`src/rtl/f32m_mux6_sched_pkg.sv`:
```
// Shared constants and types for the GF(3^{2M}) operand-mux scheduler.
package f32m_mux6_sched_pkg;

  localparam int M           = 97;
  localparam int WIDTH       = 2 * M;
  localparam int W2          = 2 * WIDTH;
  localparam int N_REQ_DEF   = 6;
  localparam int TIMEOUT_DEF = 1023;
  localparam int TW_DEF      = 10;

  typedef enum logic [1:0] {
    S_IDLE  = 2'd0,
    S_GRANT = 2'd1,
    S_WAIT  = 2'd2,
    S_ACK   = 2'd3
  } state_t;

endpackage

```
`src/rtl/f32m_mux6_sched_rr_pick.sv`:
```
// Combinational round-robin picker: first set req searching from last+1, wrapping.
module rr_pick #(
  parameter int N_REQ = 6,
  parameter int LW    = 3
) (
  input  logic [N_REQ-1:0] req,
  input  logic [LW-1:0]    last,
  output logic [N_REQ-1:0] onehot,
  output logic [LW-1:0]    idx
);

  int   j;
  logic found;

  always_comb begin
    onehot = '0;
    idx    = '0;
    found  = 1'b0;
    j      = 0;
    for (int k = 1; k <= N_REQ; k++) begin
      j = (int'(last) + k) % N_REQ;
      if (!found && req[j]) begin
        found     = 1'b1;
        onehot[j] = 1'b1;
        idx       = LW'(j);
      end
    end
  end

endmodule

```
`src/rtl/f32m_mux6_sched.sv`:
```
// Round-robin scheduler sharing one GF(3^{2M}) unit among N_REQ requesters;
// sel[i] drives select line li of the six-way operand mux.
module f32m_mux6_sched
  import f32m_mux6_sched_pkg::*;
#(
  parameter int N_REQ   = N_REQ_DEF,
  parameter int TIMEOUT = TIMEOUT_DEF,
  parameter int TW      = TW_DEF
) (
  input  logic             clk,
  input  logic             reset,
  input  logic [N_REQ-1:0] req,
  output logic [N_REQ-1:0] sel,
  output logic             unit_start,
  input  logic             unit_done,
  output logic [N_REQ-1:0] ack,
  output logic             busy,
  output logic             timeout_err
);

  localparam int LW = (N_REQ > 1) ? $clog2(N_REQ) : 1;

  state_t           state, state_n;
  logic [N_REQ-1:0] sel_n, ack_n, pick_oh;
  logic [LW-1:0]    last, last_n, cur, cur_n, pick_idx;
  logic [TW-1:0]    wd, wd_n;
  logic             start_n, err_n;

  rr_pick #(.N_REQ(N_REQ), .LW(LW)) u_pick (
    .req    (req),
    .last   (last),
    .onehot (pick_oh),
    .idx    (pick_idx)
  );

  always_ff @(posedge clk) begin
    if (reset) begin
      state       <= S_IDLE;
      sel         <= '0;
      ack         <= '0;
      unit_start  <= 1'b0;
      busy        <= 1'b0;
      timeout_err <= 1'b0;
      wd          <= '0;
      last        <= LW'(N_REQ - 1);
      cur         <= '0;
    end else begin
      state       <= state_n;
      sel         <= sel_n;
      ack         <= ack_n;
      unit_start  <= start_n;
      busy        <= (state_n != S_IDLE);
      timeout_err <= err_n;
      wd          <= wd_n;
      last        <= last_n;
      cur         <= cur_n;
    end
  end

  // Outputs are computed for the state being entered so every port is a flop.
  always_comb begin
    state_n = state;
    sel_n   = sel;
    ack_n   = '0;
    start_n = 1'b0;
    err_n   = timeout_err;
    wd_n    = wd;
    last_n  = last;
    cur_n   = cur;
    case (state)
      S_IDLE: begin
        sel_n = '0;
        if (|req) begin
          state_n = S_GRANT;
          sel_n   = pick_oh;
          cur_n   = pick_idx;
          start_n = 1'b1;
        end
      end
      S_GRANT: begin
        wd_n    = '0;
        state_n = S_WAIT;
      end
      S_WAIT: begin
        // done takes priority over a watchdog expiry in the same cycle
        if (unit_done) begin
          state_n = S_ACK;
          ack_n   = sel;
        end else if (wd == TW'(TIMEOUT - 1)) begin
          state_n = S_IDLE;
          sel_n   = '0;
          err_n   = 1'b1;
          last_n  = cur;
        end else begin
          wd_n = wd + TW'(1);
        end
      end
      S_ACK: begin
        last_n  = cur;
        sel_n   = '0;
        state_n = S_IDLE;
      end
      default: state_n = S_IDLE;
    endcase
  end

endmodule

```
`config.mk`:
```
export PLATFORM = sky130hd
export DESIGN_NAME = f32m_mux6_sched
export DESIGN_NICKNAME = d
export VERILOG_FILES = /design/src/rtl/f32m_mux6_sched_pkg.sv /design/src/rtl/f32m_mux6_sched_rr_pick.sv /design/src/rtl/f32m_mux6_sched.sv
export SDC_FILE = /design/constraint.sdc
export NUM_CORES = 1
export LEC_CHECK = 0
export ABC_AREA = 1
export CAP_MARGIN = 30
export CORE_MARGIN = 2
export CORE_UTILIZATION = 44
export CTS_CLUSTER_DIAMETER = 150
export DETAILED_ROUTE_END_ITERATION = 8
export PLACE_DENSITY = 0.68
export SYNTH_ARGS = -nofsm -noshare
export SYNTH_HDL_FRONTEND = slang
export SYNTH_HIERARCHICAL = 1
export SYNTH_SLANG_ARGS = --single-unit
export TNS_END_PERCENT = 1
```
`constraint.sdc`:
```
create_clock -name clk -period 3.2 [get_ports clk]
set_input_delay 0.64 -clock clk [delete_from_list [all_inputs] [get_ports clk]]
set_output_delay 0.64 -clock clk [all_outputs]
set_load 0.03 [all_outputs]
```
==> impl_metrics.py, run 1 <==
metrics = {
    "run_status": {
        "outcome": "finished, final reports clean",
    },
    "drt": {
        "drc": 0,
        "drtPass1Iterations": 5,
        "drt-initial-drc-count": 213,
        "wl_met3_um": 408,
        "wl_met2_mm": 3.87,
        "num_vias": 3414,
        "drtAntennaViolNets": 0,
        "routed_wl_mm": 8.22,
        "wire_per_inst_um": 12.5,
        "vias_per_cell": 5.20,
        "wl_met1_mm": 3.83,
        "top_layer_used": "met4",
    },
    "clock_tree": {
        "cts_tree": "done",
        "cts_hold_buf": 0,
        "clkTransAtPathRegs_ns": 0.07,
        "cts.sinks": 33,
        "clockBufferDepth": 2,
        "cts_max_level": 2,
        "cts_root_buffer": "clkbuf_8",
        "worstSkewPairLatency_ns": 0.29,
        "cts_buffers": 5,
    },
    "power": {
        "swShare_pct": 51.6,
        "p_per_area_nw_per_um2": 828,
        "leakage_nw": 1.72,
        "clkPwrFrac_pct": 12.8,
        "pwr-share-seq_pct": 16.1,
        "combPwrFrac_pct": 71.2,
        "switching_power_w": 0.00165,
        "ir_drop_v": 0.000260,
        "p_int_w": 0.00154,
        "totalPowerFinal_w": 0.00319,
    },
    "placed_design": {
        "place_congestion": 0.937,
        "hpwl_mm": 6.29,
        "dp.cells": 637,
        "placed_cell_area_um2": 3570,
        "port_buffers": 23,
    },
    "synth": {
        "yosysUniqueCellTypes": 36,
        "synth_area_um2": 3130,
        "syn_nets": 539,
        "synthFlopType": "dfxtp_1",
        "ys_seq_area_share_pct": 21.1,
        "yosys_register_bits": 33,
        "syn_area_per_cell_um2": 6.18,
        "async_flop_share_pct": 0,
        "syn-instance-count": 507,
        "yosys_warnings": 6,
        "synth-edff-count": 0,
    },
    "global_routing": {
        "grt_max_degree": 18,
        "antenna_found_initial": 0,
        "grt_use_total_pct": 21.4,
        "overflow": 0,
        "grt_pass1_vias": 2967,
        "grt_pass1_wl_mm": 13.4,
    },
    "cells_and_area": {
        "n_antenna_cell": 0,
        "fin_area_um2": 3850,
        "drive_gt1_share_pct": 19.3,
        "fin_cells": 656,
        "nets": 591,
        "final_util_pct": 56.4,
        "area_growth_pct": 23.1,
    },
    "timing": {
        "hold_viol": 0,
        "worst_pin_slew_ns": 0.534,
        "max_clock_freq_mhz": 326,
        "tns_ns": 0,
        "fin_skew_ns": 0.00548,
        "setup_viol": 0,
        "post-route-period-util_pct": 96.0,
        "period_needed_ns": 3.07,
        "finalMaxSlewViolations": 0,
        "maxSlewHeadroom_pct": 64.0,
    },
    "job": {
        "drv_cap": 0,
    },
    "floorplanning": {
        "ios": 24,
        "core_um2": 6830,
        "row_count": 30,
        "initial_core_util_pct": 45.8,
        "fp.dieArea_um2": 7810,
        "die_w_um": 88.4,
        "die_h_um": 88.4,
    },
    "worst_setup_path": {
        "end_kind": "register",
        "cp_max_fo": 7,
        "cp.arrival_ns": 3.29,
        "critPathKind": "reg -> reg",
        "worstSetupStartpointType": "register",
        "rrSetupSlack_ns": 0.13,
        "required_ns": 3.42,
    },
    "worst_hold_path": {
        "hp-class": "reg -> reg",
    },
}
==> stage by stage <==
stage               setup WS (ns)  hold slack (ns)
floorplan                   0.139            0.430
global placement            0.107            0.451
detailed placement         0.0244            0.459
CTS                        0.0159            0.478
global route              -0.0833            0.490
finish                      0.129            0.471
==> synth_stat cells (6+ instances only) <==
cell type	instances	area share [%]
o22ai_1	7	1.4
a21oi_1	24	3.8
nand3_2	6	1.9
ha_1	23	9.2
dfxtp_1	33	21
nand2_1	100	12
inv_2	11	1.3
inv_1	62	7.4
nor2_4	6	2.2
nand3_1	68	11
nor2_1	72	8.6
o21ai_0	21	3.4
nand4_1	12	2.4
nand2_2	18	3.6
==> worst paths after layout <==
check / from / endpoint / depth (start not counted)
setup / recovery: last[1] / sel[4] / 21
hold / removal: timeout_err / timeout_err / 1
setup reg to reg: last[1] / sel[4] / 21
hold reg to reg: timeout_err / timeout_err / 1
==> cells by family after synthesis <==
group / count (synthesis) / share of synthesized area (%)
xor gates and xnor gates: 3 / 0.839
DFF: 33 / 21.1
and+or+nand+nor: 301 / 46.3
adders and majority gates: 23 / 9.19
AOI/OAI and AO/OA: 62 / 11.0
muxes: 2 / 0.639
buffers and inverters: 83 / 10.9
==> final cells by class <==
class | instances | area [um2]
tap | 96 | 120
inverter | 73 | 278
fill | 684 | 2980
sequential | 33 | 666
timing repair buffer | 53 | 455
clock buffer | 7 | 86.3
multi-input combinational | 393 | 2220
clock inverter | 1 | 30.0
==> power by group through the flow <==
| stage | registers [W] | logic (W) | clock network (W) |
|---|---|---|---|
| floorplan | 0.000568 | 0.00140 | 0 |
| global placement | 0.000519 | 0.00199 | 0 |
| detailed placement | 0.000520 | 0.00201 | 0 |
| CTS | 0.000512 | 0.00204 | 0.000410 |
| global route | 0.000521 | 0.00254 | 0.000430 |
| finish | 0.000513 | 0.00227 | 0.000407 |
==> cells in the final DEF, fill, tap and decap left out, types with 8 or more instances in the layout <==
cell              n
nand2_1          95
nor2_1           72
nand3_1          65
inv_1            61
dfxtp_1          31
buf_4            30
a21oi_1          24
nand2_2          23
clkdlybuf4s50_1  23
ha_1             21
o21ai_0          20
nand4_1          12
inv_2            11
nor2_4            8
==> sequential cells by signal, summed over array words and instances (netlist names) <==
| signal | cells |
|---|---|
| wd | 10 |
| ack | 6 |
| sel | 6 |
| cur | 3 |
| last | 3 |
| state | 2 |
| busy | 1 |
| timeout_err | 1 |
| unit_start | 1 |
==> routing by layer <==
layer	global-route usage [%]	vias up
li1	-	1753
met1	29.3	1555
met2	34.9	94
met3	4.29	12
met4	4.55	0
met5	0	-
==> critical path, cell delays in order (launching register included) <==
cell and delay, ns:
dfxtp_4 0.38, ha_1 0.21, inv_1 0.09, nand2_1 0.08, nand2_2 0.10, inv_1 0.06, ha_1 0.27, nand3b_1 0.19
a21oi_2 0.23, nand3_2 0.13, inv_2 0.07, nor2_1 0.04, nor2_2 0.18, inv_2 0.07, nand2_1 0.08, nand2_2 0.09
buf_4 0.15, nor2_4 0.13, nand3_1 0.11, nand3_1 0.10, nand3_1 0.07, o22ai_1 0.15
==> timing repair <==
action	CTS	global route
setup buffers	0	9
endpoints found under the setup margin	2	9
gates cloned	1	1
pin swaps	4	16
resized for setup	4	19
Note: power is estimated with default switching activity, not from simulation.
==> run 2: changes to the inputs <==
--- a/config.mk
+++ b/config.mk
@@ -6,12 +6,13 @@
 export NUM_CORES = 1
 export LEC_CHECK = 0
 export ABC_AREA = 1
-export CAP_MARGIN = 30
+export CAP_MARGIN = 20
 export CORE_MARGIN = 2
 export CORE_UTILIZATION = 44
 export CTS_CLUSTER_DIAMETER = 150
 export DETAILED_ROUTE_END_ITERATION = 8
 export PLACE_DENSITY = 0.68
+export SKIP_LAST_GASP = 1
 export SYNTH_ARGS = -nofsm -noshare
 export SYNTH_HDL_FRONTEND = slang
 export SYNTH_HIERARCHICAL = 1
==> run 2 against run 1 <==
Compared with the run above: combinational power about the same; first-iteration DRC count unchanged; clock power about the same; register-to-register slack about the same; total power about the same; wire length about the same; core utilization about the same; hold slack unchanged; die area unchanged; non-clock buffer count unchanged; clock-buffer cell count unchanged; largest power group unchanged; highest routed layer unchanged.
==> impl_metrics.py, run 2 (synthesized netlist as in run 1, its figures left out) <==
metrics = {
    "clock_tree": {
        "cts_buffers": 5,
        "worstSkewPairLatency_ns": 0.29,
        "cts_hold_buf": 0,
        "clkTransAtPathRegs_ns": 0.07,
        "cts.sinks": 33,
        "cts_tree": "done",
        "clockBufferDepth": 2,
        "cts_root_buffer": "clkbuf_8",
        "cts_max_level": 2,
    },
    "timing": {
        "max_clock_freq_mhz": 325,
        "setup_viol": 0,
        "rsz0062_at_grt": "yes",
        "finalMaxSlewViolations": 0,
        "period_needed_ns": 3.08,
        "fin_skew_ns": 0.00548,
        "hold_viol": 0,
        "whs_ns": 0.471,
        "tns_ns": 0,
        "worst_pin_slew_ns": 0.528,
        "maxSlewHeadroom_pct": 64.4,
        "post-route-period-util_pct": 96.3,
    },
    "worst_setup_path": {
        "cp_max_fo": 7,
        "cp_top_family": "simple AND/OR/NAND/NOR gates",
        "end_kind": "register",
        "critical_path_buf_inv_count": 5,
        "rrSetupSlack_ns": 0.12,
        "critPathKind": "reg -> reg",
        "timing.critical_path.mode_cell": "nand3_1",
        "worstSetupStartpointType": "register",
        "worstPathCellList": "ha_1 > inv_1 > nand2_1 > nand2_2 > inv_1 > ha_1 > nand3b_1 > a21oi_2 > nand3_2 > inv_2 > nor2_1 > nor2_2 > inv_2 > nand2_1 > nand2_2 > buf_4 > nor2_4 > nand3_1 > nand3_1 > nand3_1 > o22ai_1",
        "crit_path_max_incr_delay_ns": 0.38,
        "slowest_stage": "dfxtp_4",
        "required_ns": 3.42,
        "cp.arrival_ns": 3.30,
    },
    "global_routing": {
        "overflow": 0,
        "grt_use_total_pct": 21.4,
        "grt_pass1_vias": 2967,
        "antenna_found_initial": 0,
        "grt_max_degree": 18,
        "grt_pass1_wl_mm": 13.4,
    },
    "cells_and_area": {
        "nets": 591,
        "final_util_pct": 56.4,
        "drive_gt1_share_pct": 19.1,
        "largest_reg_flops": 10,
        "final_cell_mix": "nand2_1 (95), nor2_1 (72), nand3_1 (65)",
        "n_antenna_cell": 0,
        "reg_top3": "wd (10), ack (6), sel (6)",
        "area_growth_pct": 23.0,
        "final_common_cell": "nand2_1",
        "fin_cells": 656,
        "regMostFlops": "wd",
    },
    "job": {
        "drv_cap": 0,
    },
    "drt": {
        "vias_per_cell": 5.21,
        "wire_per_inst_um": 12.5,
        "drtPass1Iterations": 5,
        "drt-initial-drc-count": 213,
        "drtAntennaViolNets": 0,
        "num_vias": 3417,
        "routed_wl_mm": 8.23,
        "drc": 0,
    },
    "placed_design": {
        "hpwl_mm": 6.29,
        "port_buffers": 23,
        "dp.cells": 637,
        "place_congestion": 0.937,
    },
    "power": {
        "leakage_nw": 1.72,
        "totalPowerFinal_w": 0.00320,
        "ir_drop_v": 0.000260,
        "p_per_area_nw_per_um2": 830,
    },
    "floorplanning": {
        "row_count": 30,
        "fp.dieArea_um2": 7810,
        "core_um2": 6830,
        "die_w_um": 88.4,
        "ios": 24,
        "die_h_um": 88.4,
        "initial_core_util_pct": 45.8,
    },
    "worst_hold_path": {
        "hp-class": "reg -> reg",
    },
    "run_status": {
        "outcome": "finished, final reports clean",
    },
}
[run 2: cell counts in the layout (fill, tap and decap cells not counted)]
No cell type changed its count.
[run 2: worst paths after layout]
path               startpoint  cells after the start     endpoint
setup / recovery      last[1]                     21       sel[4]
setup reg to reg      last[1]                     21       sel[4]
hold / removal    timeout_err                      1  timeout_err
hold reg to reg   timeout_err                      1  timeout_err
[run 2: stage by stage]
stage | worst slack, ns | instance area [um2]
finish | 0.119 | 3850
global route | -0.0833 | 3850
CTS | 0.0159 | 3700
detailed placement | 0.0244 | 3570
global placement | 0.107 | 3570
floorplan | 0.139 | 3130
[run 2: layer usage]
layer / wire length (um) / vias to the layer above / global-route usage [%]
li1: - / 1753 / -
met1: 3830 / 1556 / 29.3
met2: 3890 / 96 / 34.9
met3: 413 / 12 / 4.29
met4: 97 / 0 / 4.55
met5: 0 / - / 0
[run 2: worst reg2reg max path, delay by kind of cell, from the launching register on]
kind	cells	cell delay [ns]
AND/OR/NAND/NOR	12	1.32
adder cells (fa/ha/maj)	2	0.48
buffers and inverters	5	0.46
flip-flops	1	0.38
AO/OA/AOI/OAI	2	0.38
[run 2: power by group]
| part | switching, W | internal (W) |
|---|---|---|
| registers | 0.0000416 | 0.000472 |
| clock network | 0.000153 | 0.000254 |
| logic | 0.00146 | 0.000819 |
[run 2: layout make-up]
| cell class | count | area, um2 |
|---|---|---|
| Tap cell | 96 | 120 |
| Timing Repair Buffer | 53 | 455 |
| Clock inverter | 1 | 30.0 |
| Inverter | 73 | 278 |
| Clock buffer | 7 | 86.3 |
| Sequential cell | 33 | 666 |
| Fill cell | 685 | 2980 |
| Multi-Input combinational cell | 393 | 2220 |
[run 2: what timing repair did]
item / CTS / global route
buffers inserted: 0 / 9
pin swaps: 4 / 16
resized for setup: 4 / 18
gates cloned: 1 / 1
setup endpoints to repair: 2 / 9
